**config.mk**
```make
export PLATFORM = sky130hd
export DESIGN_NAME = pipe_ctrl
export DESIGN_NICKNAME = d
export VERILOG_FILES = /design/src/rtl/pipe_ctrl.sv
export SDC_FILE = /design/constraint.sdc
export NUM_CORES = 1
export LEC_CHECK = 0
export BUFFER_PORTS_ARGS = -buffer_cell sky130_fd_sc_hd__clkbuf_2
export CAP_MARGIN = 10
export CORE_MARGIN = 3
export CORE_UTILIZATION = 40
export DETAILED_ROUTE_END_ITERATION = 16
export GPL_ROUTABILITY_DRIVEN = 0
export GPL_TIMING_DRIVEN = 0
export PLACE_DENSITY = 0.74
export SYNTH_ARGS = -nofsm -noshare
export SYNTH_HDL_FRONTEND = slang
export SYNTH_SLANG_ARGS = --single-unit
export TNS_END_PERCENT = 30
```
**constraint.sdc**
```tcl
create_clock -name clk -period 1.9 [get_ports clk]
set_input_delay 0.19 -clock clk [delete_from_list [all_inputs] [get_ports clk]]
set_output_delay 0.19 -clock clk [all_outputs]
set_load 0.005 [all_outputs]
```
**src/rtl/pipe_ctrl.sv**
```systemverilog
`default_nettype none
// ============================================================================
// Module   : pipe_ctrl
// Purpose  : Pipeline hazard/stall/flush controller for a 6-stage in-order
//            core. Detects load-use hazards, holds the front end while a
//            multi-cycle EX op is busy, and issues two-cycle flushes.
//            stall_o/flush_o are Mealy outputs (same-cycle response).
// Ports    : clk, rst (sync, active-high)
//            id_reg{1,2}_read_i/_addr_i : ID-stage source operand usage
//            ex_is_load_i, ex_wreg_i, ex_wd_i : EX-stage destination info
//            ex_stallreq_i : multi-cycle EX busy (level)
//            flush_req_i   : exception/redirect flush request
//            stall_o[5:0]  : hold vector {WB,MEM,EX,ID,IF,PC}
//            flush_o       : clear IF/ID and ID/EX registers
//            hold_cnt_o    : consecutive EXHOLD cycles (saturating at 255)
//            wdt_err_o     : sticky watchdog error
// Options  : define PIPE_CTRL_WDT_EN to enable the EXHOLD watchdog
//            (threshold set by parameter WDT_LIMIT).
// Revision : 1.0 - initial release
// ============================================================================
module pipe_ctrl #(
  parameter int WDT_LIMIT = 64
) (
  input  logic       clk,
  input  logic       rst,
  input  logic       id_reg1_read_i,
  input  logic [4:0] id_reg1_addr_i,
  input  logic       id_reg2_read_i,
  input  logic [4:0] id_reg2_addr_i,
  input  logic       ex_is_load_i,
  input  logic       ex_wreg_i,
  input  logic [4:0] ex_wd_i,
  input  logic       ex_stallreq_i,
  input  logic       flush_req_i,
  output logic [5:0] stall_o,
  output logic       flush_o,
  output logic [7:0] hold_cnt_o,
  output logic       wdt_err_o
);

  typedef enum logic [1:0] {
    S_RUN     = 2'd0,
    S_LOADUSE = 2'd1,
    S_EXHOLD  = 2'd2,
    S_FLUSH1  = 2'd3
  } state_t;

  localparam logic [5:0] STALL_NONE = 6'b000000;
  localparam logic [5:0] STALL_EX   = 6'b001111;  // PC, IF, ID, EX held
  localparam logic [5:0] STALL_LU   = 6'b000111;  // PC, IF, ID held; bubble into EX

  state_t     state_q, state_d;
  logic [7:0] hold_cnt_q, hold_cnt_d;
  logic [5:0] stall_d;
  logic       flush_d;
  logic       load_use;
  logic       wdt_fire;

  // r0 is hard-wired zero, so a load targeting it can never create a hazard.
  assign load_use = ex_is_load_i & ex_wreg_i & (ex_wd_i != 5'd0) &
                    ((id_reg1_read_i & (id_reg1_addr_i == ex_wd_i)) |
                     (id_reg2_read_i & (id_reg2_addr_i == ex_wd_i)));

`ifdef PIPE_CTRL_WDT_EN
  logic wdt_err_q, wdt_err_d;

  // Fires in the EXHOLD cycle where the count has reached the limit; that
  // cycle is converted into a flush instead of another hold.
  assign wdt_fire  = (state_q == S_EXHOLD) && (hold_cnt_q == 8'(WDT_LIMIT));
  assign wdt_err_d = wdt_err_q | wdt_fire;
  assign wdt_err_o = wdt_err_q;

  always_ff @(posedge clk) begin
    if (rst) begin
      wdt_err_q <= 1'b0;
    end else begin
      wdt_err_q <= wdt_err_d;
    end
  end
`else
  // WDT_LIMIT stays in the interface so both builds share one instantiation;
  // without the watchdog it has no effect and this term folds to zero.
  assign wdt_fire  = 1'b0 && (hold_cnt_q == 8'(WDT_LIMIT));
  assign wdt_err_o = 1'b0;
`endif

  always_comb begin
    stall_d    = STALL_NONE;
    flush_d    = 1'b0;
    state_d    = S_RUN;
    hold_cnt_d = 8'd0;

    if (flush_req_i || wdt_fire) begin
      flush_d = 1'b1;
      state_d = S_FLUSH1;
    end else if (state_q == S_FLUSH1) begin
      // Second flush cycle: flush has priority over any pending stall.
      flush_d = 1'b1;
      state_d = S_RUN;
    end else if (ex_stallreq_i) begin
      stall_d    = STALL_EX;
      state_d    = S_EXHOLD;
      hold_cnt_d = (hold_cnt_q == 8'hFF) ? 8'hFF : hold_cnt_q + 8'd1;
    end else if (load_use && (state_q != S_LOADUSE)) begin
      // The hazard inputs still describe the pre-bubble EX instruction in
      // LOADUSE, so a hazard is only honoured on entry.
      stall_d = STALL_LU;
      state_d = S_LOADUSE;
    end

    // Reset forces quiet outputs regardless of inputs or current state.
    if (rst) begin
      stall_d = STALL_NONE;
      flush_d = 1'b0;
    end
  end

  always_ff @(posedge clk) begin
    if (rst) begin
      state_q    <= S_RUN;
      hold_cnt_q <= 8'd0;
    end else begin
      state_q    <= state_d;
      hold_cnt_q <= hold_cnt_d;
    end
  end

  assign stall_o    = stall_d;
  assign flush_o    = flush_d;
  assign hold_cnt_o = hold_cnt_q;

endmodule
`default_nettype wire

```
==> results.json, run 1 <==
{
  "hold_path_class": "input pin to flop",
  "clock_skew_ns": 0.007890,
  "avgViaCountPerCell": 4.945,
  "h-tree-depth": 1,
  "rsz0062_at_grt": "no",
  "clkPwrFrac_pct": 39.7,
  "synthTopCellsByArea": "dfxtp_1, xor2_1, a21oi_1",
  "seqPwrFrac_pct": 44.1,
  "critPathKind": "flop to output pin",
  "synth_top_family_by_area": "XOR/XNOR gates",
  "startpoint_type": "flop",
  "fmax_mhz": 586.5,
  "fin_ws_ns": 0.1949,
  "die_h_um": 44.99,
  "cts_tree": "yes",
  "numClockSinks": 10,
  "path_cells": "a211oi_1, nand2_2, o21ai_1, buf_4, clkbuf_2",
  "period_needed_ns": 1.705,
  "crit_required_ns": 1.71,
  "fillerInstances": 140,
  "hold_buffers": 0,
  "io_pins": 39,
  "p_sw_uw": 116.4,
  "clk_path_buf_depth": 2,
  "slowest_stage": "a211oi_1",
  "reg2reg_slack_ns": 0.44,
  "dp_hpwl_um": 1077,
  "setup-violations-final": 0,
  "yosys.area.top_type": "dfxtp_1",
  "layout_common_cells": "clkbuf_2, dfxtp_1, xor2_1, a21oi_1",
  "numCtsBuffers": 3,
  "netlist.area_leader.share_pct": 32.92,
  "route.detailed.drc": 0,
  "p_per_area_nw_per_um2": 577.9,
  "p_int_uw": 373.8,
  "antenna_found_initial": 0,
  "core_area_um2": 1366,
  "clk_latency_ns": 0.27,
  "cts-root-buf": "clkbuf_4",
  "synth.distinct_cells": 26,
  "drt_iter0_markers": 3,
  "first_pass_iters": 4,
  "ys_seq_elements": 10,
  "ant_nets": 0,
  "worst_setup_path_end_kind": "output pin",
  "cp_num_buf_inv": 2,
  "syn_to_final_growth_pct": 39.51,
  "start_util_pct": 44.51,
  "pwr-share-comb_pct": 16.3,
  "synthMuxAreaShare_pct": 0,
  "layout_commonest_cell": "clkbuf_2",
  "power_leakage_uw": 0.0004144,
  "seq_area_frac_synth_pct": 32.92,
  "cpPeakStageDelay_ns": 0.34,
  "antenna_cells": 0,
  "min_period_over_period_pct": 89.74,
  "clkTransAtPathRegs_ns": 0.06,
  "synth_compound_area_share_pct": 17.49,
  "multiInputGateArea_um2": 365.4,
  "syn_area_per_cell_um2": 8.446,
  "yosys.area_share.xor_xnor_pct": 20.16,
  "regArea_um2": 200.2,
  "wl_per_cell_um": 10.03,
  "grt_pass1_vias": 565,
  "yosysWarnings": 0,
  "synthAdderAreaFrac_pct": 2.058,
  "post_cts_buffers": 0,
  "setup_tns_ns": 0,
  "drv_cap": 0,
  "min_from": "rst",
  "swShare_pct": 23.74,
  "status": "completed",
  "post-place-ws_ns": 0.2059,
  "grtUsageTotal_pct": 15.02,
  "grt_pass1_wl_um": 2221,
  "vias": 633,
  "grt_max_degree": 9,
  "ir_drop_v": 0.0005063,
  "drv_slew": 0,
  "synth_area_um2": 608.1,
  "drt-total-wl_um": 1284,
  "grt-ovfl-total": 0,
  "num-nets-final": 138,
  "drive_gt1_share_pct": 41.59,
  "final_cells": 128,
  "synth_simple_gate_area_share_pct": 18.11,
  "crit_start": "state_q[1]",
  "arrival_ns": 1.52,
  "worstReg2RegStart": "hold_cnt_o[0]",
  "die-area_um2": 2024,
  "dp_cells": 124,
  "critPathTopFamily": "compound AO/OA/AOI/OAI gates",
  "die_w_um": 44.99,
  "synth_cells": 72,
  "crit_fanout": 8,
  "final_hold_viol_count": 0,
  "io_buffer_count": 35,
  "std_cell_rows": 13
}
state kept, by name (all words and copies together), names as in the netlist:
name / flops
hold_cnt_o: 8
state_q: 2
area by class of cell:
| type | instances | area share [%] |
|---|---|---|
| Timing Repair Buffer | 35 | 20.65 |
| Multi-Input combinational cell | 55 | 43.07 |
| Buffer | 5 | 4.425 |
| Inverter | 4 | 1.770 |
| Tap cell | 15 | 2.212 |
| Clock buffer | 4 | 4.277 |
| Sequential cell | 10 | 23.60 |
layer usage:
| layer | GRT usage, % | part of all wire [%] | up-vias |
|---|---|---|---|
| met5 | 0 | 0 | - |
| met4 | 7.018 | 1.6 | 0 |
| met1 | 17.15 | 38 | 271 |
| li1 | - | - | 329 |
| met2 | 23.73 | 48 | 29 |
| met3 | 6.773 | 12 | 4 |
power groups by stage:
stage	Sequential (uW)	Clock [uW]	Combinational, uW
final	216	194	79.7
after global routing	217	217	89.7
after CTS	216	205	80.0
after detailed placement	221	0	79.7
after global placement	221	0	78.5
after floorplan	221	0	40.2
kinds of logic after synthesis:
logic type | after synthesis
adder cells (fa/ha/maj) | 1
flip-flops | 10
AO/OA/AOI/OAI | 17
XOR/XNOR | 14
other | 1
buffers and inverters | 9
AND/OR/NAND/NOR | 20
worst paths after layout:
check	end	depth (start not counted)
max	stall_o[2]	5
max reg2reg	hold_cnt_o[0]	5
min	state_q[1]	2
min reg2reg	hold_cnt_o[7]	1
repair_timing:
action,CTS,global route
endpoints found under the hold margin,0,0
gates resized for setup,0,1
setup endpoints to repair,0,2
synth_stat cells:
master    count
dfxtp_1      10
a21oi_1       9
xor2_1        9
buf_4         5
xnor2_1       5
inv_1         4
nand2_1       4
and3_1        3
nand3_1       3
nor2_1        2
nor4_1        2
o21ai_0       2
a211oi_1      1
a31oi_1       1
a32oi_1       1
and2_0        1
conb_1        1
ha_1          1
nand2b_1      1
nand3_2       1
nand4_1       1
nor3_1        1
o2111a_1      1
o21ai_1       1
o22ai_2       1
or4_1         1
metrics by stage:
stage | util [%] | hold slack [ns] | total power [uW] | cell area (um^2)
floorplan | - | 0.2624 | 260.9 | 615.6
global route | 62.09 | 0.1620 | 524.0 | 848.3
global placement | 59.25 | 0.4329 | 299.5 | 809.5
finish | 62.09 | 0.1497 | 490.2 | 848.3
detailed placement | 59.25 | 0.4312 | 300.9 | 809.5
CTS | 61.90 | 0.1369 | 501.2 | 845.8
worst reg2reg max path: stages (launching register included):
cell     delay (ns)
dfxtp_1        0.38
ha_1           0.23
and3_1         0.20
and3_1         0.20
nand3_1        0.20
a21oi_1        0.18
Note: power is estimated with default switching activity, not from simulation.
==> inputs of run 2 (changes only) <==
--- a/config.mk
+++ b/config.mk
@@ -5,14 +5,16 @@
 export SDC_FILE = /design/constraint.sdc
 export NUM_CORES = 1
 export LEC_CHECK = 0
+export ABC_AREA = 0
+export ABC_CLOCK_PERIOD_IN_PS = 2200
 export BUFFER_PORTS_ARGS = -buffer_cell sky130_fd_sc_hd__clkbuf_2
 export CAP_MARGIN = 10
 export CORE_MARGIN = 3
-export CORE_UTILIZATION = 40
+export CORE_UTILIZATION = 43
 export DETAILED_ROUTE_END_ITERATION = 16
 export GPL_ROUTABILITY_DRIVEN = 0
 export GPL_TIMING_DRIVEN = 0
-export PLACE_DENSITY = 0.74
+export PLACE_DENSITY = 0.79
 export SYNTH_ARGS = -nofsm -noshare
 export SYNTH_HDL_FRONTEND = slang
 export SYNTH_SLANG_ARGS = --single-unit
==> constraint.sdc (replaced) <==
create_clock -name clk -period 2.2 [get_ports clk]
set_input_delay 0.22 -clock clk [delete_from_list [all_inputs] [get_ports clk]]
set_output_delay 0.22 -clock clk [all_outputs]
set_load 0.005 [all_outputs]
==> results.json, run 2 (synthesis gave the netlist of run 1 again) <==
{
  "ir_drop_v": 0.0003270,
  "io_buffer_count": 35,
  "setup-violations-final": 0,
  "hold_path_class": "input pin to flop",
  "period_needed_ns": 1.813,
  "grt-ovfl-total": 0,
  "drt-total-wl_um": 1375,
  "final_hold_viol_count": 0,
  "grt_pass1_wl_um": 2359,
  "rsz0062_at_grt": "no",
  "fillerInstances": 115,
  "power_leakage_uw": 0.0004067,
  "layout_common_cells": "clkbuf_2, dfxtp_1, xor2_1, a21oi_1",
  "hold_buffers": 0,
  "drv_cap": 0,
  "critPathTopFamily": "compound AO/OA/AOI/OAI gates",
  "drv_slew": 0,
  "die_h_um": 43.61,
  "largest_register_ffs": 8,
  "worst_setup_path_end_kind": "output pin",
  "drive_gt1_share_pct": 40.18,
  "critPathKind": "input pin to output pin",
  "layout_commonest_cell": "clkbuf_2",
  "whs_ns": 0.1897,
  "path_cells": "clkbuf_2, xor2_1, nor4_1, a32oi_1, o21ai_1, buf_4, clkbuf_2",
  "num-nets-final": 138,
  "die_w_um": 43.61,
  "cts_tree": "yes",
  "startpoint_type": "input pin",
  "arrival_ns": 1.59,
  "min_period_over_period_pct": 82.39,
  "cts-root-buf": "clkbuf_4",
  "route.detailed.drc": 0,
  "slowest_stage": "nor4_1",
  "drt_iter0_markers": 9,
  "crit_start": "ex_wd_i[3]",
  "clkTransAtPathRegs_ns": 0.06,
  "crit_required_ns": 1.98,
  "numCtsBuffers": 3,
  "setup_tns_ns": 0,
  "h-tree-depth": 1,
  "grt_max_degree": 9,
  "die-area_um2": 1901,
  "dp_cells": 123,
  "syn_to_final_growth_pct": 36.63,
  "avgViaCountPerCell": 5.048,
  "status": "completed",
  "post_cts_buffers": 0,
  "ant_nets": 0,
  "post_cts_resized": 0,
  "numClockSinks": 10,
  "std_cell_rows": 12,
  "antenna_cells": 0,
  "cp_num_buf_inv": 3,
  "post-place-ws_ns": 0.3907,
  "worstReg2RegStart": "hold_cnt_o[0]",
  "wl_per_cell_um": 10.91,
  "io_pins": 39,
  "crit_fanout": 3,
  "first_pass_iters": 4,
  "antenna_found_initial": 0,
  "start_util_pct": 50.00,
  "utilization_pct": 68.31,
  "grtUsageTotal_pct": 16.67,
  "clk_path_buf_depth": 2,
  "fin_ws_ns": 0.3874,
  "clock_skew_ns": 0.005577,
  "core_area_um2": 1216,
  "cp_common_cell": "clkbuf_2",
  "final_cells": 126,
  "fmax_mhz": 551.7,
  "cpPeakStageDelay_ns": 0.35,
  "min_from": "rst",
  "grt_pass1_vias": 580,
  "vias": 636,
  "clk_latency_ns": 0.27,
  "dp_hpwl_um": 1159,
  "p_per_area_nw_per_um2": 455.1
}
==> run 2: cell count changes in the layout (fill, tap and decap cells not counted) <==
cell / delta
clkbuf_8: -1
nand2_1: +1
nand2_2: -1
==> run 2: report_power, final <==
part | leakage, uW | internal (uW) | total, uW | switching, uW
logic | 0.000312 | 37.8 | 69.6 | 31.7
clock network | 0.0000138 | 63.0 | 121 | 58.5
registers | 0.0000813 | 184 | 187 | 2.63
total | 0.000407 | 285 | 378 | 92.8
==> run 2: path summary, 6_finish.rpt <==
kind / end / slack, ns / cells past startpoint
max: stall_o[1] / 0.39 / 7
min: state_q[1] / 0.19 / 2
max reg2reg: hold_cnt_o[1] / 0.68 / 5
min reg2reg: hold_cnt_o[7] / 0.48 / 1
==> run 2: layout make-up <==
| type | count | area [um^2] | share of cell area [%] |
|---|---|---|---|
| repair buffers | 35 | 175.2 | 21.08 |
| clock buffers | 3 | 22.52 | 2.711 |
| plain buffers | 5 | 37.54 | 4.518 |
| flip-flops and latches | 10 | 200.2 | 24.10 |
| well taps | 14 | 17.52 | 2.108 |
| inverters | 4 | 15.01 | 1.807 |
| multi-input cells | 55 | 362.8 | 43.67 |
==> run 2: layer usage <==
metal,track usage [%],up-vias,wire [um]
met4,9.639,0,16
met5,0,-,0
met1,18.16,288,568
li1,-,329,-
met2,26.45,16,694
met3,7.469,3,95
==> run 2: per-stage QoR <==
step	total power, uW	area (um^2)
3_5_place_dp	260.5	808.3
2_1_floorplan	225.3	615.6
6_report	378.1	830.8
4_1_cts	383.8	830.8
5_1_grt	403.7	830.8
3_3_place_gp	258.5	808.3
==> inputs of run 3 (changes only) <==
--- a/config.mk
+++ b/config.mk
@@ -6,15 +6,15 @@
 export NUM_CORES = 1
 export LEC_CHECK = 0
 export ABC_AREA = 0
-export ABC_CLOCK_PERIOD_IN_PS = 2200
+export ABC_CLOCK_PERIOD_IN_PS = 1520
 export BUFFER_PORTS_ARGS = -buffer_cell sky130_fd_sc_hd__clkbuf_2
 export CAP_MARGIN = 10
 export CORE_MARGIN = 3
-export CORE_UTILIZATION = 43
+export CORE_UTILIZATION = 36
 export DETAILED_ROUTE_END_ITERATION = 16
 export GPL_ROUTABILITY_DRIVEN = 0
 export GPL_TIMING_DRIVEN = 0
-export PLACE_DENSITY = 0.79
+export PLACE_DENSITY = 0.71
 export SYNTH_ARGS = -nofsm -noshare
 export SYNTH_HDL_FRONTEND = slang
 export SYNTH_SLANG_ARGS = --single-unit
==> constraint.sdc (replaced) <==
create_clock -name clk -period 1.52 [get_ports clk]
set_input_delay 0.152 -clock clk [delete_from_list [all_inputs] [get_ports clk]]
set_output_delay 0.152 -clock clk [all_outputs]
set_load 0.005 [all_outputs]
==> results.json, run 3 (synthesis gave the netlist of run 1 again) <==
{
  "io_buffer_count": 35,
  "fin_ws_ns": -0.06037,
  "ant_nets": 0,
  "grtUsageTotal_pct": 14.03,
  "pwr-share-comb_pct": 18.5,
  "die_h_um": 47.10,
  "clk_latency_ns": 0.27,
  "hold_path_class": "input pin to flop",
  "grt-ovfl-total": 0,
  "path_cells": "buf_6, or4_1, o2111a_1, nand2_1, o21ai_2, buf_4, buf_4",
  "num-nets-final": 142,
  "power_uw": 631.9,
  "arrival_ns": 1.43,
  "core_area_um2": 1541,
  "violations": "setup timing",
  "ir_drop_v": 0.0006689,
  "antenna_cells": 0,
  "startpoint_type": "input pin",
  "seqPwrFrac_pct": 43.1,
  "vias": 650,
  "grt_max_degree": 9,
  "grt_pass1_vias": 557,
  "io_pins": 39,
  "swShare_pct": 23.75,
  "h-tree-depth": 1,
  "route.detailed.drc": 0,
  "p_int_uw": 481.8,
  "setup_tns_ns": -0.1089,
  "final_hold_viol_count": 0,
  "cts_tree": "yes",
  "drv_slew": 0,
  "crit_fanout": 3,
  "die-area_um2": 2218,
  "drt-total-wl_um": 1420,
  "crit_required_ns": 1.37,
  "drive_gt1_share_pct": 49.57,
  "period_needed_ns": 1.580,
  "min_period_over_period_pct": 104.0,
  "layout_commonest_cell": "clkbuf_2",
  "die_w_um": 47.10,
  "start_util_pct": 39.45,
  "std_cell_rows": 14,
  "slowest_stage": "or4_1",
  "dp_hpwl_um": 1132,
  "p_per_area_nw_per_um2": 679.7,
  "rsz0062_at_grt": "yes",
  "clk_path_buf_depth": 2,
  "worst_setup_path_end_kind": "output pin",
  "setup-violations-final": 2,
  "clkPwrFrac_pct": 38.4,
  "grt_pass1_wl_um": 2173,
  "drt_iter0_markers": 3,
  "first_pass_iters": 3,
  "cts-root-buf": "clkbuf_4",
  "drv_cap": 0,
  "antenna_found_initial": 0,
  "clock_skew_ns": 0.004718,
  "syn_to_final_growth_pct": 52.88,
  "power_leakage_uw": 0.0004453,
  "numClockSinks": 10,
  "whs_ns": 0.1187,
  "status": "complete, but fails checks",
  "p_sw_uw": 150.1,
  "clkTransAtPathRegs_ns": 0.06,
  "layout_common_cells": "clkbuf_2, buf_4, xor2_1, a21oi_1, dfxtp_1",
  "fillerInstances": 145,
  "largest_register_ffs": 8,
  "wl_per_cell_um": 10.68,
  "critPathKind": "input pin to output pin",
  "cpPeakStageDelay_ns": 0.51,
  "cp_common_cell": "buf_4",
  "fmax_mhz": 632.8,
  "avgViaCountPerCell": 4.887,
  "numCtsBuffers": 3
}
## run 3: changes by cell type in the layout (fill, tap and decap cells not counted), sizes merged
cell	previous run	this run
buf	5	12
clkbuf	38	36
## run 3: through the flow
| stage | utilization [%] | setup WS, ns | instances | area, um^2 |
|---|---|---|---|---|
| after floorplan | - | 0.1476 | 74 | 615.6 |
| after global placement | 52.60 | -0.1046 | 125 | 810.8 |
| after detailed placement | 52.60 | -0.1025 | 125 | 810.8 |
| after CTS | 57.31 | -0.05948 | 131 | 883.3 |
| after global routing | 60.31 | -0.1365 | 133 | 929.6 |
| final | 60.31 | -0.06037 | 133 | 929.6 |
## run 3: critical path, delay by kind of cell
kind	cells	cell delay, ns
simple gates	2	0.59
buf+inv	3	0.36
compound gates	2	0.32
## run 3: routing by layer
metal  up-vias  GRT usage (%)  wire (um)
met1       281          17.08        571
met3         4          6.130        154
li1        337              -          -
met2        28          21.14        667
met5         -              0          0
met4         0          6.630         27
## run 3: final timing paths
path	startpoint	endpoint	slack [ns]	cells past startpoint
max reg2reg	hold_cnt_o[1]	hold_cnt_o[0]	0.10	5
min reg2reg	hold_cnt_o[0]	hold_cnt_o[0]	0.47	1
min	rst	state_q[1]	0.12	2
max	ex_wd_i[3]	stall_o[2]	-0.06	7
## run 3: what timing repair did
action                     CTS  global route
setup endpoints to repair    4            10
setup buffers                2             2
hold buffers                 0             0
pin swaps                    3             4
resized for setup            5             9
## run 3: cell type report
class,count,area [um^2],area share [%]
buffer,5,37.54,4.038
clock buffer,4,36.28,3.903
inverter,4,15.01,1.615
multi-input combinational,55,389.1,41.86
sequential,10,202.7,21.80
tap,16,20.02,2.153
timing repair buffer,39,229.0,24.63
## run 3: power groups by stage
stage	Sequential [uW]	Combinational (uW)	Clock [uW]
2_1_floorplan	276	50.2	0
3_3_place_gp	276	98.4	0
3_5_place_dp	277	99.9	0
4_1_cts	271	109	255
5_1_grt	274	130	273
6_report	273	117	242
